$ cat config.mk
export PLATFORM = sky130hd
export DESIGN_NAME = if_id_register_flat
export DESIGN_NICKNAME = d
export VERILOG_FILES = /design/src/rtl/cpu_pkg.sv /design/src/rtl/if_id_register_if.sv /design/src/rtl/instr_field_split.sv /design/src/rtl/if_id_register.sv /design/src/flat_wrapper.sv
export SDC_FILE = /design/constraint.sdc
export NUM_CORES = 1
export LEC_CHECK = 0
export BUFFER_PORTS_ARGS = -buffer_cell sky130_fd_sc_hd__buf_2
export CORE_ASPECT_RATIO = 0.9
export CORE_MARGIN = 4
export CORE_UTILIZATION = 37
export DETAILED_ROUTE_END_ITERATION = 8
export HOLD_SLACK_MARGIN = 0.12
export PLACE_DENSITY = 0.77
export SYNTH_ARGS = -nofsm -noshare
export SYNTH_HDL_FRONTEND = slang
export SYNTH_HIERARCHICAL = 1
export SYNTH_SLANG_ARGS = --single-unit
export TNS_END_PERCENT = 50
$ cat constraint.sdc
create_clock -name Clk -period 0.8 [get_ports Clk]
set_input_delay 0.24 -clock Clk [delete_from_list [all_inputs] [get_ports Clk]]
set_output_delay 0.24 -clock Clk [all_outputs]
set_load 0.03 [all_outputs]
$ cat src/rtl/cpu_pkg.sv
`default_nettype none
// ============================================================================
// Package     : cpu_pkg
// Description : Shared constants for the 5-stage MIPS pipeline: datapath
//               width, the NOP encoding (sll $0,$0,0) and the upper bit
//               positions of each MIPS instruction field.
// Revision    : 1.0 - initial release
// ============================================================================
package cpu_pkg;

  localparam int unsigned DATA_W = 32;

  localparam logic [DATA_W-1:0] NOP = '0;

  // Upper bit of each MIPS field within a 32-bit instruction word
  localparam int unsigned OP_HI = 31;
  localparam int unsigned RS_HI = 25;
  localparam int unsigned RT_HI = 20;
  localparam int unsigned RD_HI = 15;
  localparam int unsigned SA_HI = 10;
  localparam int unsigned FN_HI = 5;

  localparam int unsigned OP_W  = 6;
  localparam int unsigned REG_W = 5;
  localparam int unsigned FN_W  = 6;
  localparam int unsigned IMM_W = 16;
  localparam int unsigned TGT_W = 26;

endpackage : cpu_pkg
`default_nettype wire

$ cat src/rtl/if_id_register_if.sv
`default_nettype none
// ============================================================================
// Interface   : if_id_register_if
// Description : Bundle between the IF stage, the IF/ID register and the ID
//               stage.
//               master : fetch/hazard side - drives flush, write enable,
//                        instruction and PC+4; observes the ID outputs.
//               slave  : the IF/ID register itself.
//               Signals:
//                 IF_ID_Flush, IF_ID_Wre          control (1 bit each)
//                 IF_Instruction, IF_PCadd4       fetched word and PC+4
//                 ID_Instruction, ID_PCadd4       registered word and PC+4
//                 Opcode, rs, rt, rd, sa, func,   decoded fields of
//                 Immediate, targetAddress        ID_Instruction
// Revision    : 1.0 - initial release
// ============================================================================
interface if_id_register_if;
  import cpu_pkg::*;

  logic                IF_ID_Flush;
  logic                IF_ID_Wre;
  logic [DATA_W-1:0]   IF_Instruction;
  logic [DATA_W-1:0]   IF_PCadd4;

  logic [DATA_W-1:0]   ID_Instruction;
  logic [DATA_W-1:0]   ID_PCadd4;
  logic [OP_W-1:0]     Opcode;
  logic [REG_W-1:0]    rs;
  logic [REG_W-1:0]    rt;
  logic [REG_W-1:0]    rd;
  logic [REG_W-1:0]    sa;
  logic [FN_W-1:0]     func;
  logic [IMM_W-1:0]    Immediate;
  logic [TGT_W-1:0]    targetAddress;

  modport master (
    output IF_ID_Flush, IF_ID_Wre, IF_Instruction, IF_PCadd4,
    input  ID_Instruction, ID_PCadd4, Opcode, rs, rt, rd, sa, func,
           Immediate, targetAddress
  );

  modport slave (
    input  IF_ID_Flush, IF_ID_Wre, IF_Instruction, IF_PCadd4,
    output ID_Instruction, ID_PCadd4, Opcode, rs, rt, rd, sa, func,
           Immediate, targetAddress
  );

endinterface : if_id_register_if
`default_nettype wire

$ cat src/rtl/instr_field_split.sv
`default_nettype none
// ============================================================================
// Module      : instr_field_split
// Description : Purely combinational split of a 32-bit MIPS instruction into
//               its R/I/J-format fields. Shared by IF/ID and the ID stage.
//   instr         in  32  instruction word
//   Opcode        out  6  instr[31:26]
//   rs            out  5  instr[25:21]
//   rt            out  5  instr[20:16]
//   rd            out  5  instr[15:11]
//   sa            out  5  instr[10:6]
//   func          out  6  instr[5:0]
//   Immediate     out 16  instr[15:0], no extension
//   targetAddress out 26  instr[25:0]
// Revision    : 1.0 - initial release
// ============================================================================
module instr_field_split
  import cpu_pkg::*;
(
  input  wire logic [31:0]       instr,
  output logic      [OP_W-1:0]   Opcode,
  output logic      [REG_W-1:0]  rs,
  output logic      [REG_W-1:0]  rt,
  output logic      [REG_W-1:0]  rd,
  output logic      [REG_W-1:0]  sa,
  output logic      [FN_W-1:0]   func,
  output logic      [IMM_W-1:0]  Immediate,
  output logic      [TGT_W-1:0]  targetAddress
);

  assign Opcode        = instr[OP_HI -: OP_W];
  assign rs            = instr[RS_HI -: REG_W];
  assign rt            = instr[RT_HI -: REG_W];
  assign rd            = instr[RD_HI -: REG_W];
  assign sa            = instr[SA_HI -: REG_W];
  assign func          = instr[FN_HI -: FN_W];
  assign Immediate     = instr[RD_HI:0];
  assign targetAddress = instr[RS_HI:0];

endmodule : instr_field_split
`default_nettype wire

$ cat src/rtl/if_id_register.sv
`default_nettype none
// ============================================================================
// Module      : if_id_register
// Description : IF/ID pipeline register. Captures the fetched instruction and
//               its PC+4 on each rising Clk edge, squashes to NOP on flush,
//               holds on stall, and exposes the decoded instruction fields.
//   Clk    in  1  system clock, rising edge
//   Reset  in  1  synchronous, active-low
//   bus    slave modport of if_id_register_if (control, IF data in,
//          ID data and decoded fields out)
//   Edge priority: Reset low > Flush > Wre > hold.
// Revision    : 1.0 - initial release
// ============================================================================
module if_id_register
  import cpu_pkg::*;
#(
  parameter int unsigned       DATA_W_P = DATA_W,
  parameter logic [DATA_W-1:0] NOP_WORD = NOP
)(
  input  wire logic           Clk,
  input  wire logic           Reset,
  if_id_register_if.slave     bus
);

  logic [DATA_W-1:0] r_instruction;
  logic [DATA_W-1:0] r_pcadd4;
  logic [DATA_W-1:0] w_instruction_nxt;
  logic [DATA_W-1:0] w_pcadd4_nxt;

  // Shared priority mux for both flops; reset and flush share the clear value.
  always_comb begin
    w_instruction_nxt = r_instruction;
    w_pcadd4_nxt      = r_pcadd4;
    if (!Reset || bus.IF_ID_Flush) begin
      w_instruction_nxt = NOP_WORD;
      w_pcadd4_nxt      = '0;
    end else if (bus.IF_ID_Wre) begin
      w_instruction_nxt = bus.IF_Instruction;
      w_pcadd4_nxt      = bus.IF_PCadd4;
    end
  end

  always_ff @(posedge Clk) begin
    r_instruction <= w_instruction_nxt;
    r_pcadd4      <= w_pcadd4_nxt;
  end

  assign bus.ID_Instruction = r_instruction;
  assign bus.ID_PCadd4      = r_pcadd4;

  logic [OP_W-1:0]  w_opcode;
  logic [REG_W-1:0] w_rs;
  logic [REG_W-1:0] w_rt;
  logic [REG_W-1:0] w_rd;
  logic [REG_W-1:0] w_sa;
  logic [FN_W-1:0]  w_func;
  logic [IMM_W-1:0] w_imm;
  logic [TGT_W-1:0] w_target;

  // Fields are taken from the register, never from the IF inputs, so they
  // cannot change between edges.
  instr_field_split u_split (
    .instr         (r_instruction[31:0]),
    .Opcode        (w_opcode),
    .rs            (w_rs),
    .rt            (w_rt),
    .rd            (w_rd),
    .sa            (w_sa),
    .func          (w_func),
    .Immediate     (w_imm),
    .targetAddress (w_target)
  );

  assign bus.Opcode        = w_opcode;
  assign bus.rs            = w_rs;
  assign bus.rt            = w_rt;
  assign bus.rd            = w_rd;
  assign bus.sa            = w_sa;
  assign bus.func          = w_func;
  assign bus.Immediate     = w_imm;
  assign bus.targetAddress = w_target;

endmodule : if_id_register
`default_nettype wire

$ cat src/flat_wrapper.sv
// flat-port wrapper written by rule: the top's interface ports become plain ports
module if_id_register_flat import cpu_pkg::*;
#(
  parameter int unsigned       DATA_W_P = DATA_W,
  parameter logic [DATA_W-1:0] NOP_WORD = NOP
)
  (Clk, Reset, bus_IF_ID_Flush, bus_IF_ID_Wre, bus_IF_Instruction, bus_IF_PCadd4, bus_ID_Instruction, bus_ID_PCadd4, bus_Opcode, bus_rs, bus_rt, bus_rd, bus_sa, bus_func, bus_Immediate, bus_targetAddress);
  if_id_register_if bus_i ();
  input  wire logic Clk;
  input  wire logic Reset;
  input wire logic [$bits(bus_i.IF_ID_Flush)-1:0] bus_IF_ID_Flush;
  input wire logic [$bits(bus_i.IF_ID_Wre)-1:0] bus_IF_ID_Wre;
  input wire logic [$bits(bus_i.IF_Instruction)-1:0] bus_IF_Instruction;
  input wire logic [$bits(bus_i.IF_PCadd4)-1:0] bus_IF_PCadd4;
  output wire logic [$bits(bus_i.ID_Instruction)-1:0] bus_ID_Instruction;
  output wire logic [$bits(bus_i.ID_PCadd4)-1:0] bus_ID_PCadd4;
  output wire logic [$bits(bus_i.Opcode)-1:0] bus_Opcode;
  output wire logic [$bits(bus_i.rs)-1:0] bus_rs;
  output wire logic [$bits(bus_i.rt)-1:0] bus_rt;
  output wire logic [$bits(bus_i.rd)-1:0] bus_rd;
  output wire logic [$bits(bus_i.sa)-1:0] bus_sa;
  output wire logic [$bits(bus_i.func)-1:0] bus_func;
  output wire logic [$bits(bus_i.Immediate)-1:0] bus_Immediate;
  output wire logic [$bits(bus_i.targetAddress)-1:0] bus_targetAddress;
  assign bus_i.IF_ID_Flush = bus_IF_ID_Flush;
  assign bus_i.IF_ID_Wre = bus_IF_ID_Wre;
  assign bus_i.IF_Instruction = bus_IF_Instruction;
  assign bus_i.IF_PCadd4 = bus_IF_PCadd4;
  assign bus_ID_Instruction = bus_i.ID_Instruction;
  assign bus_ID_PCadd4 = bus_i.ID_PCadd4;
  assign bus_Opcode = bus_i.Opcode;
  assign bus_rs = bus_i.rs;
  assign bus_rt = bus_i.rt;
  assign bus_rd = bus_i.rd;
  assign bus_sa = bus_i.sa;
  assign bus_func = bus_i.func;
  assign bus_Immediate = bus_i.Immediate;
  assign bus_targetAddress = bus_i.targetAddress;
  if_id_register #(.DATA_W_P(DATA_W_P), .NOP_WORD(NOP_WORD)) u_core (.Clk(Clk), .Reset(Reset), .bus(bus_i));
endmodule
==> run_results.csv <==
group,metric,value,unit
timing,tightest_slew,198,ps
run_status,violations,"setup timing",
cells_and_area,nets,485,
hold_path,min_path_cells,3,
cells_and_area,insertedDiodeCount,0,
worst_setup_path,crit_path_start_kind,"flop",
timing,worst_slack,-304,ps
clock_tree,cts_tree,"done",
global_routing,overflow,0,
die,start_util,37.9,%
clock_tree,clockBufferDepth,2,
logic_synthesis,ys_warn_count,6,
worst_setup_path,critical_path_class,"reg2out",
timing,setup_viol,138,
global_routing,grt_pass1_vias,2373,
worst_setup_path,cp_num_buf_inv,1,
clock_tree,cts_sinks,64,
pwr,leakagePower,0.00229,uW
cells_and_area,drive_gt1_share,69.7,%
logic_synthesis,yosysTopAreaCellShare,44.8,%
die,fp.dieW,101,um
timing,fmax,0.906,GHz
global_routing,grt_pass1_wl,11500,um
timing,slew_headroom,86.8,%
detailed_routing,drt-met1-wl,2620,um
timing,finalClockSkew,0,ps
logic_synthesis,seq_area_frac_synth,44.8,%
timing,period_share,138,%
clock_tree,htree_num_levels,3,
timing,finalSetupTns,-37180,ps
detailed_routing,via_per_inst,4.42,
detailed_routing,dr.first_iter.drc_count,60,
placed_design,gp_congestion,0.697,
cells_and_area,layout.cells.non_filler,518,
die,fp.dieH,91.4,um
timing,final_hold_viol_count,0,
detailed_routing,antenna_violating_nets_post_route,0,
clock_tree,clock_latency,320,ps
detailed_routing,wl_met2,4070,um
die,coreArea,7540,um2
placed_design,placed_area,3530,um2
detailed_routing,routedWlPerCell,14.9,um
placed_design,io_buffers,205,
clock_tree,holdBufCountCts,0,
clock_tree,cts_setup_buffers,0,
worst_setup_path,worst_ep_arrival_time,860,ps
worst_setup_path,critPathTopFamily,"flip-flops",
logic_synthesis,synthTopCellsByArea,"dfxtp_1 (45%), mux2i_1 (22%), buf_4 (19%)",
logic_synthesis,yosysTopAreaCell,"dfxtp_1",
detailed_routing,top_layer_used,"met4",
pwr,powerDensity,1720,nW/um2
logic_synthesis,ys_ff_latch,64,
worst_setup_path,end_kind,"primary output",
detailed_routing,wl,7730,um
worst_setup_path,max_stage_delay,380,ps
worst_setup_path,crit_required,560,ps
die,dieArea,9200,um2
hold_path,holdCritPathClass,"in2reg",
pwr,ir_drop,1.70,mV
detailed_routing,met3_length,885,um
logic_synthesis,syn_inst,281,
clock_tree,clockRootBuffer,"clkbuf_8",
clock_tree,clk_pin_slew,80,ps
clock_tree,cts_inserted_buffers,9,
logic_synthesis,syn_avg_cell_area,10.2,um2
logic_synthesis,synth_nets,349,
die,num_rows,30,
detailed_routing,dr.pass1.iters,2,
die,pin_count,206,
timing,rsz0062_at_grt,"true",
global_routing,grt_max_degree,37,
cells_and_area,fillers,590,
detailed_routing,routed-via-count,2291,
cells_and_area,final_area,4580,um2
worst_setup_path,reg2reg_depth,2,
run_status,run_status,"finished, violations left",
worst_setup_path,cp_cell_sequence,"buf_4",
timing,slew_violations,0,
cells_and_area,area_delta_synth_final,60.2,%
timing,min_period,1100,ps
global_routing,grt_usage,15.8,%
logic_synthesis,syn_area,2860,um2
global_routing,antenna_found_initial,0,
flow_run,drv_cap,0,
detailed_routing,drc,0,
logic_synthesis,synth_cell_types,9,
placed_design,placedCellCount,502,
worst_setup_path,cp_slowest_cell,"dfxtp_4",
worst_setup_path,worst-path-max-fanout,5,
pwr,power,7880,uW
worst_setup_path,path_depth,1,
placed_design,hpwl,4890,um
-- metrics by stage --
step / utilization (%) / hold slack, ps / worst slack (ps)
2_1_floorplan: - / 386 / -42.8
3_3_place_gp: 46.8 / 467 / -167
3_5_place_dp: 46.8 / 476 / -228
4_1_cts: 59.3 / 121 / -315
5_1_grt: 60.7 / 131 / -343
6_report: 60.7 / 142 / -304
-- Yosys cell counts, drive strengths merged --
| cell | number |
|---|---|
| nand2b | 1 |
| mux2i | 64 |
| nor2 | 64 |
| buf | 87 |
| clkbuf | 1 |
| dfxtp | 64 |
-- worst paths after layout --
path	from	endpoint	slack (ps)
setup reg to reg	u_core/bus.ID_Instruction[11]	u_core/bus.ID_Instruction[11]	130
setup / recovery	u_core/bus.ID_Instruction[14]	bus_targetAddress[14]	-300
hold reg to reg	u_core/bus.ID_PCadd4[0]	u_core/bus.ID_PCadd4[0]	500
hold / removal	bus_IF_PCadd4[14]	u_core/bus.ID_PCadd4[14]	140
-- placed cells by master (no fill, tap or decap), drive strengths merged --
cell type	instances
buf	213
clkbuf	14
dfxtp	64
inv	2
mux2i	64
nand2b	1
nor2	64
-- tightest hold or removal path, stage by stage --
cell and delay [ps]:
buf_2 70, mux2i_1 60, nor2_1 70
-- layer usage --
layer	track usage (%)	up-vias
li1	-	1108
met1	15.3	1041
met2	28.8	129
met3	6.76	13
met4	6.51	0
met5	0	-
-- flip-flops by register name, summed over array words and instances, names as in the netlist --
name                       count
u_core/bus.ID_Instruction     32
u_core/bus.ID_PCadd4          32
-- logic make-up after synthesis --
family / after synthesis / share of synthesized area [%]
and+or+nand+nor: 65 / 8.62
muxes: 64 / 22.4
DFF: 64 / 44.8
buffers and inverters: 88 / 24.2
-- area by class of cell --
type                    count  area (um2)  area share, %
clock buffers              14         215           4.70
clock inverters             2        12.5          0.273
multi-input cells         129         890           19.4
flip-flops and latches     64        1430           31.3
well taps                  96         120           2.62
repair buffers            213        1910           41.7
-- timing repair --
item,4_1_cts,5_1_grt
resized for setup,256,33
setup endpoints to repair,138,138
pin swaps,0,0
-- power breakdown --
group | internal (uW) | leakage [uW] | switching [uW]
logic | 712 | 0.00161 | 815
clock network | 1760 | 0.000120 | 1220
registers | 3240 | 0.000559 | 123
Power figures use the tool's default switching activity.
